===== config.mk =====
export PLATFORM = sky130hd
export DESIGN_NAME = debug_scan_monitor_flat
export DESIGN_NICKNAME = d
export VERILOG_FILES = /design/src/rtl/debug_scan_monitor_if.sv /design/src/rtl/debug_scan_monitor.sv /design/src/flat_wrapper.sv
export SDC_FILE = /design/constraint.sdc
export NUM_CORES = 1
export LEC_CHECK = 0
export CAP_MARGIN = 20
export CORE_UTILIZATION = 58
export CTS_BUF_LIST = sky130_fd_sc_hd__clkbuf_8 sky130_fd_sc_hd__clkbuf_16
export CTS_CLUSTER_SIZE = 8
export DETAILED_ROUTE_END_ITERATION = 16
export PLACE_DENSITY = 0.87
export SETUP_SLACK_MARGIN = 0.15
export SLEW_MARGIN = 10
export SYNTH_ARGS = -nofsm -noshare
export SYNTH_HDL_FRONTEND = slang
export SYNTH_SLANG_ARGS = --single-unit

===== constraint.sdc =====
create_clock -name clk -period 6.6 [get_ports clk]
set_input_delay 0.99 -clock clk [delete_from_list [all_inputs] [get_ports clk]]
set_output_delay 0.99 -clock clk [all_outputs]
set_load 0.05 [all_outputs]

===== src/rtl/debug_scan_monitor_if.sv =====
// Bundles the config strobe, live neuron state and registered debug stream of
// debug_scan_monitor. The master drives stimulus and the slave is the monitor.
interface debug_scan_monitor_if #(
  parameter int unsigned N_CH = 16,
  parameter int unsigned PW   = 6,
  parameter int unsigned OW   = 8,
  parameter int unsigned SW   = 8
) ();
  logic                 en;
  logic [7:0]           cfg_in;
  logic [N_CH*PW-1:0]   membrane_potentials;
  logic [SW-1:0]        spikes;
  logic [OW-1:0]        debug_output;
  logic                 debug_valid;
  logic                 frame_start;
  logic                 snap_busy;

  modport master (
    output en, cfg_in, membrane_potentials, spikes,
    input  debug_output, debug_valid, frame_start, snap_busy
  );

  modport slave (
    input  en, cfg_in, membrane_potentials, spikes,
    output debug_output, debug_valid, frame_start, snap_busy
  );
endinterface


===== src/rtl/debug_scan_monitor.sv =====
// Debug tap for a spiking layer: direct channel/spike view, round-robin scan,
// spike-change reporting and a frozen snapshot stream, all with one-cycle latency.
module debug_scan_monitor #(
  parameter int unsigned N_CH = 16,
  parameter int unsigned PW   = 6,
  parameter int unsigned OW   = 8,
  parameter int unsigned SW   = 8
) (
  input logic                 clk,
  input logic                 rst,
  debug_scan_monitor_if.slave bus
);
  localparam int unsigned PtrW = $clog2(N_CH);

  typedef enum logic [1:0] {
    ModeDirect = 2'b00,
    ModeScan   = 2'b01,
    ModeSpike  = 2'b10,
    ModeSnap   = 2'b11
  } mode_e;

  logic [7:0]      cfg_q, cfg_d;
  logic [PtrW-1:0] ptr_q, ptr_d;
  logic [SW-1:0]   spk_prev_q;
  logic [OW-1:0]   out_q, out_d;
  logic            valid_q, valid_d;
  logic            frame_q, frame_d;
  logic            busy_q, busy_d;
  logic [PW-1:0]   snap_q [N_CH];
  logic [PW-1:0]   pot [N_CH];

  for (genvar i = 0; i < N_CH; i++) begin : g_unpack
    assign pot[i] = bus.membrane_potentials[i*PW +: PW];
  end

  mode_e           mode;
  logic [5:0]      idx;
  logic            load;
  logic            capture;
  logic            ptr_last;
  logic [PtrW-1:0] ptr_inc;

  assign mode     = mode_e'(cfg_q[7:6]);
  assign idx      = cfg_q[5:0];
  assign load     = bus.en;
  assign capture  = bus.en && (bus.cfg_in[7:6] == 2'b11);
  assign ptr_last = (ptr_q == PtrW'(N_CH - 1));
  assign ptr_inc  = ptr_last ? '0 : ptr_q + 1'b1;

  always_comb begin
    cfg_d   = load ? bus.cfg_in : cfg_q;
    ptr_d   = ptr_q;
    out_d   = out_q;
    valid_d = 1'b0;
    frame_d = 1'b0;
    busy_d  = busy_q;
    unique case (mode)
      ModeDirect: begin
        valid_d = 1'b1;
        out_d   = (32'(idx) < N_CH) ? OW'(pot[idx[PtrW-1:0]]) : OW'(bus.spikes);
      end
      ModeScan: begin
        out_d   = OW'(pot[ptr_q]);
        valid_d = 1'b1;
        frame_d = (ptr_q == '0);
        ptr_d   = ptr_inc;
      end
      ModeSpike: begin
        out_d   = OW'(bus.spikes);
        valid_d = (bus.spikes != spk_prev_q);
      end
      ModeSnap: begin
        // Once the stream has drained, output holds and valid stays low.
        if (busy_q) begin
          out_d   = OW'(snap_q[ptr_q]);
          valid_d = 1'b1;
          frame_d = (ptr_q == '0);
          ptr_d   = ptr_inc;
          if (ptr_last) busy_d = 1'b0;
        end
      end
      default: ;
    endcase
    // A load always restarts; only a mode-11 load (re)starts a snapshot stream.
    if (load) begin
      ptr_d  = '0;
      busy_d = capture;
    end
  end

  always_ff @(posedge clk or posedge rst) begin
    if (rst) begin
      cfg_q      <= '0;
      ptr_q      <= '0;
      spk_prev_q <= '0;
      out_q      <= '0;
      valid_q    <= 1'b0;
      frame_q    <= 1'b0;
      busy_q     <= 1'b0;
      for (int i = 0; i < N_CH; i++) snap_q[i] <= '0;
    end else begin
      cfg_q      <= cfg_d;
      ptr_q      <= ptr_d;
      spk_prev_q <= bus.spikes;
      out_q      <= out_d;
      valid_q    <= valid_d;
      frame_q    <= frame_d;
      busy_q     <= busy_d;
      if (capture) begin
        for (int i = 0; i < N_CH; i++) snap_q[i] <= pot[i];
      end
    end
  end

  assign bus.debug_output = out_q;
  assign bus.debug_valid  = valid_q;
  assign bus.frame_start  = frame_q;
  assign bus.snap_busy    = busy_q;
endmodule

===== src/flat_wrapper.sv =====
// flat-port wrapper written by rule: the top's interface ports become plain ports
module debug_scan_monitor_flat 
#(
  parameter int unsigned N_CH = 16,
  parameter int unsigned PW   = 6,
  parameter int unsigned OW   = 8,
  parameter int unsigned SW   = 8
)
  (clk, rst, bus_en, bus_cfg_in, bus_membrane_potentials, bus_spikes, bus_debug_output, bus_debug_valid, bus_frame_start, bus_snap_busy);
  debug_scan_monitor_if #(.N_CH(N_CH), .PW(PW), .OW(OW), .SW(SW)) bus_i ();
  input logic clk;
  input logic rst;
  input wire logic [$bits(bus_i.en)-1:0] bus_en;
  input wire logic [$bits(bus_i.cfg_in)-1:0] bus_cfg_in;
  input wire logic [$bits(bus_i.membrane_potentials)-1:0] bus_membrane_potentials;
  input wire logic [$bits(bus_i.spikes)-1:0] bus_spikes;
  output wire logic [$bits(bus_i.debug_output)-1:0] bus_debug_output;
  output wire logic [$bits(bus_i.debug_valid)-1:0] bus_debug_valid;
  output wire logic [$bits(bus_i.frame_start)-1:0] bus_frame_start;
  output wire logic [$bits(bus_i.snap_busy)-1:0] bus_snap_busy;
  assign bus_i.en = bus_en;
  assign bus_i.cfg_in = bus_cfg_in;
  assign bus_i.membrane_potentials = bus_membrane_potentials;
  assign bus_i.spikes = bus_spikes;
  assign bus_debug_output = bus_i.debug_output;
  assign bus_debug_valid = bus_i.debug_valid;
  assign bus_frame_start = bus_i.frame_start;
  assign bus_snap_busy = bus_i.snap_busy;
  debug_scan_monitor #(.N_CH(N_CH), .PW(PW), .OW(OW), .SW(SW)) u_core (.clk(clk), .rst(rst), .bus(bus_i));
endmodule

Word-level counts from Yosys, hierarchy flattened
Cells that the tools add are included.
{"block": "totals", "in_bits": 115, "output_inout_bits": 11, "reg_bits": 127, "elab_cells": 68}
{"block": "classes", "muxes": 24, "eq_ne": 8, "addsub": 1, "n_reduce_logical": 7, "magnitude_cmp": 3, "bitwise_logic": 2}
{"operator": "$bmux W6 S4", "count": 3}
{"operator": "$mux W6", "count": 6}
{"operator": "$pmux W8 S4", "count": 1}
{"operator": "$mux W8", "count": 2}
{"operator": "$mux W4", "count": 3}
{"operator": "$ge A5 B5 Y1 const B", "count": 2}
{"operator": "$not A4 Y5", "count": 2}
{"operator": "$ne A8 B8 Y1", "count": 1}
{"operator": "$pmux W4 S2", "count": 1}
{"operator": "$eq A2 B2 Y1 const B", "count": 3}
{"operator": "$lt A6 B5 Y1 const B", "count": 1}
{"operator": "$mux W1", "count": 6}
{"operator": "$add A4 B1 Y4 const B", "count": 1}
{"operator": "$eq A4 B4 Y1 const B", "count": 1}
{"operator": "$logic_not A4 Y1", "count": 1}
{"operator": "$ne A3 B2 Y1 const B", "count": 1}
{"operator": "$pmux W1 S3", "count": 1}
{"operator": "$reduce_bool A3 Y1", "count": 1}
{"operator": "$eq A2 B1 Y1 const B", "count": 1}
{"operator": "$logic_not A2 Y1", "count": 1}
{"operator": "$ne A2 B1 Y1 const B", "count": 1}
{"operator": "$pmux W1 S2", "count": 1}
{"operator": "$reduce_and A2 Y1", "count": 1}
{"operator": "$reduce_bool A2 Y1", "count": 1}
{"operator": "other kinds (2)", "count": 2}

Longest topological paths before layout
Gate-level depths: netlist of the first run.
{"block": "logic_depth", "ltp_word": 6, "depth_mapped": 8}

Least setup slack after synthesis of the first run
No wires, ideal clock.
{"block": "synth_timing", "kind": "in2reg", "from": "input port bus_en", "to": "register u_core.snap_q[0] in the netlist's numbering", "path_slack_ns": 4.130, "stages": 5, "arrival_ns": 2.345, "path_buffers": 3, "path_cell_list": "clkbuf_1 nand3_1 clkbuf_1 clkbuf_1 mux2_2"}
{"block": "synth_between", "elab_chain_len": 1}
{"element": "start, declared", "line": "flat_wrapper.sv:13", "text": "input wire logic [$bits(bus_i.en)-1:0] bus_en;"}
{"element": "$logic_and A1 B1 Y1", "line": "debug_scan_monitor.sv:46", "text": "assign capture = bus.en && (bus.cfg_in[7:6] == 2'b11);"}
{"element": "end, declared", "line": "debug_scan_monitor.sv:29", "text": "logic [PW-1:0] snap_q [N_CH];"}
Every way passes these cells.
A chain may end at the register's enable or synchronous reset.

Worst setup path after layout of the first run
{"block": "layout_timing", "from": "input port bus_en", "to": "register u_core.snap_q[46] in the netlist's numbering"}
The elaborated chain is that of the path after synthesis.

==> results of run 1 <==
## cells by family after synthesis
| group | synth area share (%) |
|---|---|
| mux | 40.6 |
| flops | 44.4 |
| simple gates | 5.40 |
| compound gates | 5.21 |
| buf+inv | 2.94 |
| xor+xnor | 1.10 |
| fa+ha+maj | 0.350 |
## synthesized netlist by cell type (2+ instances only)
cell type,count
or2_2,2
dfrtp_1,127
buf_4,2
xnor2_1,4
ha_1,2
a221oi_1,3
nor4b_1,2
nand4_1,5
buf_2,15
nor3_1,7
and3_1,3
nor2b_1,3
a31oi_1,2
o32a_1,5
nor2_1,11
a21oi_1,9
mux2i_1,19
mux4_2,68
nand3_1,12
nand2_1,17
a22oi_1,11
inv_1,4
mux2_2,105
nor3b_1,2
clkbuf_1,14
a22o_1,2
xor2_1,5
buf_6,3
buf_1,4
o21ai_0,7
o22ai_1,4
## final cells by class
| class | count | area share [%] |
|---|---|---|
| Timing Repair Buffer | 133 | 14.7 |
| Multi-Input combinational cell | 325 | 41.7 |
| Inverter | 5 | 0.234 |
| Sequential cell | 127 | 35.1 |
| Clock buffer | 18 | 4.84 |
| Clock inverter | 12 | 1.43 |
| Tap cell | 147 | 2.03 |
## worst paths after layout
path,start,to,slack [ps],cells after the start
min in group asynchronous,rst,u_core.spk_prev_q[6],1060,2
max,bus_en,u_core.snap_q[46],3710,5
max reg2reg,u_core.ptr_q[0],u_core.bus.debug_output[3],3900,6
min,u_core.snap_q[34],u_core.snap_q[34],500,1
max in group asynchronous,rst,u_core.ptr_q[2],4090,3
min reg2reg,u_core.snap_q[34],u_core.snap_q[34],500,1
## routing by layer
metal  share of wire (%)  vias up  global-route usage, %
met3                 8.3       59                   8.19
met4                 3.5        0                   14.7
met2                  49      297                   50.1
met5                   0        -                      0
li1                    -     2187                      -
met1                  39     2687                   42.0
## worst register-to-register path, stage by stage (launching register included)
cell and delay (ps):
dfrtp_2 330, buf_4 640, mux4_2 600, and3_1 220
a2111oi_4 320, o21ai_1 130, o32a_1 350
## sequential cells by signal, summed over array words and instances (netlist names)
name,flops
u_core.spk_prev_q,8
u_core.snap_q,96
u_core.ptr_q,4
u_core.bus.debug_output,8
u_core.bus.debug_valid,1
u_core.bus.frame_start,1
u_core.bus.snap_busy,1
u_core.cfg_q,8
## metrics by stage
stage / worst slack [ps] / hold WS [ps] / util [%] / total power (W) / cell area [µm²]
detailed placement: 3180 / 488 / 70.5 / 0.00159 / 8460
finish: 3710 / 499 / 75.5 / 0.00251 / 9070
global placement: 3270 / 482 / 70.5 / 0.00156 / 8460
CTS: 3630 / 502 / 75.2 / 0.00251 / 9030
floorplan: 2230 / 474 / - / 0.00138 / 7160
global route: 3590 / 511 / 75.5 / 0.00259 / 9070
## report_power, final
part | internal, W | total, W | leakage [nW] | switching (W)
clock | 0.000589 | 0.000916 | 0.300 | 0.000328
combinational | 0.000331 | 0.000594 | 1.73 | 0.000263
sequential | 0.000913 | 0.000995 | 1.51 | 0.0000824
total | 0.00183 | 0.00251 | 3.54 | 0.000672
==> key figures, run 1 <==
Yosys
  • Sequential area share after synthesis: roughly 44%
  • FFs w/ async S/R, synth: 100%
  • Yosys cell types: 47
  • Gate Count Post-Synth: just under 500
  • Top_reg_cell synth: dfrtp_1
  • Syn_area_per_cell: ~14 µm²
  • Synth top area share: 44.4%
  • Synthesis warning total: 0
  • Top cells by area, synth: dfrtp_1 (44%), mux4_2 (21%), mux2_2 (17%), mux2i_1 (2.7%), a22oi_1 (1.2%)
  • Post-Syn Nets: just over 600
  • Syn Std Cell Area: a little over 0.007 mm²
  • Number of synthesized flops with an enable pin: 0
  • Synth area leader: dfrtp_1
  • Yosys reg bits: between 100 and 150

Setup path
  • Crit end category: register
  • Critical path peak fanout: 53
  • CP arrival: roughly 3200 ps
  • Critical path cell sequence: clkdlybuf4s50_1 > nand3_4 > buf_4 > buf_12 > mux2_2
  • Top Family by Delay on Critical Path: buffers and inverters
  • Startpoint types: input pin
  • WP buf/inv: 3
  • Slowest CP cell: clkdlybuf4s50_1
  • CP max stage delay: 730 ps
  • Worst EP required: 6900 ps
  • Critical path type: in2reg

CTS
  • Post-CTS Setup Bufs: 0
  • TritonCTS clock tree: built
  • Post_cts resized: 0
  • Worst-Skew Late Latency: roughly 420 ps
  • Worst-case clock buffer depth: 2
  • Root Buffer: clkbuf_16
  • H-tree depth: 4
  • CTS Buf Count: 17
  • Clk sink count: between 100 and 150
  • Clock-pin slew on the worst setup and hold paths: approximately 50 ps
  • CTS Hold Bufs: 0

Power and ir drop
  • PD cells: about 280 mW/mm²
  • Leak pwr: between 3 and 4 nW
  • Max IR drop VDD: 0.238 mV

Die
  • Die Width: 113 µm
  • Site Rows: 40
  • Die H: 113 µm
  • Top-Level Pins: around 130
  • Initial Util: 59.6%
  • Die area: between 0.01 and 0.015 mm²
  • Area of the core: around 0.012 mm²

Outcome
  • Status: complete, no violations

GRT
  • Vias in the first global route: about 5400
  • Total grt overflow: 0
  • Global-route usage over all layers: a little under a third
  • First-pass GRT wire length: between 30000 and 40000 µm
  • Pin count of the biggest net entering global routing: 98
  • Initial antenna violation count: 0

Detailed routing
  • DRC Markers: 0
  • DR iter-0 viols: between 400 and 500
  • Antenna viol nets, final: 0
  • Via Count: approximately 5200
  • WL/cell: approximately 25 µm
  • Drt total wl: roughly 19000 µm
  • Drt pass-1 iters: 5
  • Vias per cell: about 6.8

Place
  • Placed insts: about 740
  • Post-DP HPWL: ~12000 µm
  • Port Buffer Count: 125
  • Gpl congestion: about 0.83

Final layout
  • Antenna cell count: 0
  • FILL cells: about 740
  • Nets: around 730
  • P&R area growth vs syn: 26.8%
  • Most common cell after layout, fill and taps aside: clkdlybuf4s50_1
  • Most frequent cells in the layout: clkdlybuf4s50_1 (125), dfrtp_1 (124), mux2_2 (105)
  • Fraction of layout cells with a size suffix above 1: 35.2%
  • Final cell count without fillers: 767
  • Seq. cell area: roughly 0.0032 mm²
  • Multi-input logic area: approximately 0.0038 mm²

STA
  • Setup TNS: 0 ps
  • F_max: 346 MHz
  • Slew of the pin with the lowest slew margin: ~1100 ps
  • # setup viols final: 0
  • RSZ-0062 raised after global routing: no
  • Clock Skew: between 5 and 6 ps
  • Final hold vios: 0
  • Slew Viols, Final: 0
  • Minimum clock period: 2890 ps
  • Fin crit share: around 44%
  • Max-slew headroom: approximately 28%

Run
  • Max_cap viols: 0

Hold path
  • Worst min path class: reg2reg
(Power assumes the default switching activity.)
==> inputs of run 2 (changes only) <==
--- a/config.mk
+++ b/config.mk
@@ -6,11 +6,11 @@
 export NUM_CORES = 1
 export LEC_CHECK = 0
 export CAP_MARGIN = 20
-export CORE_UTILIZATION = 58
+export CORE_UTILIZATION = 54
 export CTS_BUF_LIST = sky130_fd_sc_hd__clkbuf_8 sky130_fd_sc_hd__clkbuf_16
 export CTS_CLUSTER_SIZE = 8
 export DETAILED_ROUTE_END_ITERATION = 16
-export PLACE_DENSITY = 0.87
+export PLACE_DENSITY = 0.81
 export SETUP_SLACK_MARGIN = 0.15
 export SLEW_MARGIN = 10
 export SYNTH_ARGS = -nofsm -noshare
==> constraint.sdc (replaced) <==
create_clock -name clk -period 2.99 [get_ports clk]
set_input_delay 0.4485 -clock clk [delete_from_list [all_inputs] [get_ports clk]]
set_output_delay 0.4485 -clock clk [all_outputs]
set_load 0.05 [all_outputs]
==> key figures, run 2 (synthesis results as in run 1) <==
Final layout
  • FILL cells: 817 (+11%)
  • Nets: 736 (+1.4%)
  • Seq. cell area: 0.00318 mm² (unchanged)
  • Post-layout instance area: 0.00924 mm² (+1.8%)
  • Most common cell after layout, fill and taps aside: clkdlybuf4s50_1
  • P&R area growth vs syn: 29.1%
  • Most frequent cells in the layout: clkdlybuf4s50_1 (125), dfrtp_1 (124), mux2_2 (105)
  • Multi-input logic area: 0.00378 mm² (unchanged)
  • Antenna cell count: 0 (unchanged)
  • Fraction of layout cells with a size suffix above 1: 36.6% (+1.4 points)
  • Largest Register: u_core.snap_q
  • Largest register FFs: 96 (unchanged)
  • Final core utilization: 72.3% (-3.2 points)

CTS
  • Post-CTS Setup Bufs: 0 (unchanged)
  • Post_cts resized: 0 (unchanged)
  • CTS Hold Bufs: 0 (unchanged)
  • Clock-pin slew on the worst setup and hold paths: 60 ps (about the same)
  • TritonCTS clock tree: built
  • H-tree depth: 4 (unchanged)
  • Worst-Skew Late Latency: 420 ps (about the same)
  • CTS Buf Count: 17 (unchanged)
  • Worst-case clock buffer depth: 2 (unchanged)
  • Clk sink count: 127 (unchanged)
  • Root Buffer: clkbuf_16

Die
  • Initial Util: 56.0% (-3.6 points)
  • Site Rows: 41 (+2.5%)
  • Top-Level Pins: 126 (unchanged)
  • Die H: 117 µm (+3.6%)
  • Area of the core: 0.0128 mm² (+6.3%)
  • Die Width: 117 µm (+3.6%)
  • Die area: 0.0137 mm² (+7.3%)

Detailed routing
  • WL/cell: 24.1 µm (-1.8%)
  • Vias per cell: 6.55 (-3.9%)
  • DR iter-0 viols: 480 (+9.3%)
  • Drt total wl: 19300 µm (+2.8%)
  • Antenna viol nets, final: 0 (unchanged)
  • Drt pass-1 iters: 5 (unchanged)
  • DRC Markers: 0 (unchanged)
  • Via Count: 5262 (+0.61%)

STA
  • Fin crit share: about four fifths
  • Max-slew headroom: 36.8% (+8.5 points)
  • Clock Skew: 5.70 ps (+0.000330 ps)
  • Hold slack: 502 ps (+3.83 ps)
  • # setup viols final: 0 (unchanged)
  • Final hold vios: 0 (unchanged)
  • Setup TNS: 0 ps (unchanged)
  • RSZ-0062 raised after global routing: no
  • F_max: about 420 MHz
  • Slew of the pin with the lowest slew margin: 948 ps (-119 ps)
  • Slew Viols, Final: 0 (unchanged)
  • Minimum clock period: 2380 ps

Place
  • Post-DP HPWL: 13300 µm (+6.7%)
  • Area after DPL: 0.00864 mm² (+2.0%)
  • Port Buffer Count: 125 (unchanged)
  • Gpl congestion: 0.826 (about the same)

Power and ir drop
  • P_sw: 0.00150 W (+120%)
  • Share of power burned in registers: 39.3% (-0.4 points)
  • P_int: 0.00413 W (+130%)
  • Leak pwr: 3.61 nW (+1.9%)
  • PD cells: 610 mW/mm² (+120%)
  • Max IR drop VDD: 0.433 mV (+82%)
  • Clock power share: 37.2% (+0.6 points)
  • Logic pwr share: 23.5% (-0.2 points)
  • Sw Ratio: 26.7% (-0.16 points)
  • Power, Total: 0.00563 W (+120%)

Setup path
  • Startpoint types: register
  • Worst EP required: 3300 ps (-3600 ps)
  • CP arrival: 2690 ps (-500 ps)
  • Crit end category: register
  • Critical path type: reg2reg
  • Critical path peak fanout: 19 (-64%)

Outcome
  • Status: complete, no violations

GRT
  • First-pass GRT wire length: 30500 µm (+1.8%)
  • Pin count of the biggest net entering global routing: 128 (+31%)
  • Global-route usage over all layers: 31.3% (-0.59 points)
  • Vias in the first global route: 5525 (+1.5%)
  • Initial antenna violation count: 0 (unchanged)
  • Total grt overflow: 0 (unchanged)

Run
  • Max_cap viols: 0 (unchanged)

Hold path
  • Worst min path class: reg2reg
-- run 2: final timing paths --
path	startpoint	end	slack [ps]	depth (start not counted)
max in group asynchronous	rst	u_core.ptr_q[1]	1890	3
min	u_core.snap_q[3]	u_core.snap_q[3]	500	1
max	u_core.ptr_q[0]	u_core.bus.debug_output[2]	610	5
min reg2reg	u_core.snap_q[3]	u_core.snap_q[3]	500	1
min in group asynchronous	rst	u_core.snap_q[84]	580	3
max reg2reg	u_core.ptr_q[0]	u_core.bus.debug_output[2]	610	5
-- run 2: metal layers --
layer	part of all wire [%]	track usage (%)	vias to the layer above	wire, µm
met3	9.3	8.34	61	1800
li1	-	-	2195	-
met2	49	49.5	335	9450
met4	2.7	12.2	0	525
met5	0	0	-	0
met1	39	41.7	2671	7550
-- run 2: power by group through the flow --
stage	logic (W)	clock network, W	registers, W
after floorplan	0.000805	0	0.00224
after global placement	0.00128	0	0.00221
after detailed placement	0.00131	0	0.00223
after CTS	0.00132	0.00212	0.00221
after global routing	0.00141	0.00220	0.00225
final	0.00132	0.00210	0.00221
-- run 2: worst max-delay path: stages (launching register included) --
cell	delay, ps
dfrtp_2	620
buf_4	410
mux4_2	560
mux2i_1	200
o211ai_1	110
o32a_1	350
-- run 2: layout make-up --
type	instances	share of cell area [%]
tap	172	2.33
clock inverter	7	0.894
sequential	127	34.4
multi-input combinational	325	40.9
timing repair buffer	143	15.5
clock buffer	24	5.65
inverter	5	0.244
-- run 2: metrics by stage --
stage | worst slack, ps | instances
floorplan | 974 | 495
detailed placement | 529 | 772
CTS | 609 | 803
global placement | 563 | 772
global route | 464 | 803
finish | 612 | 803
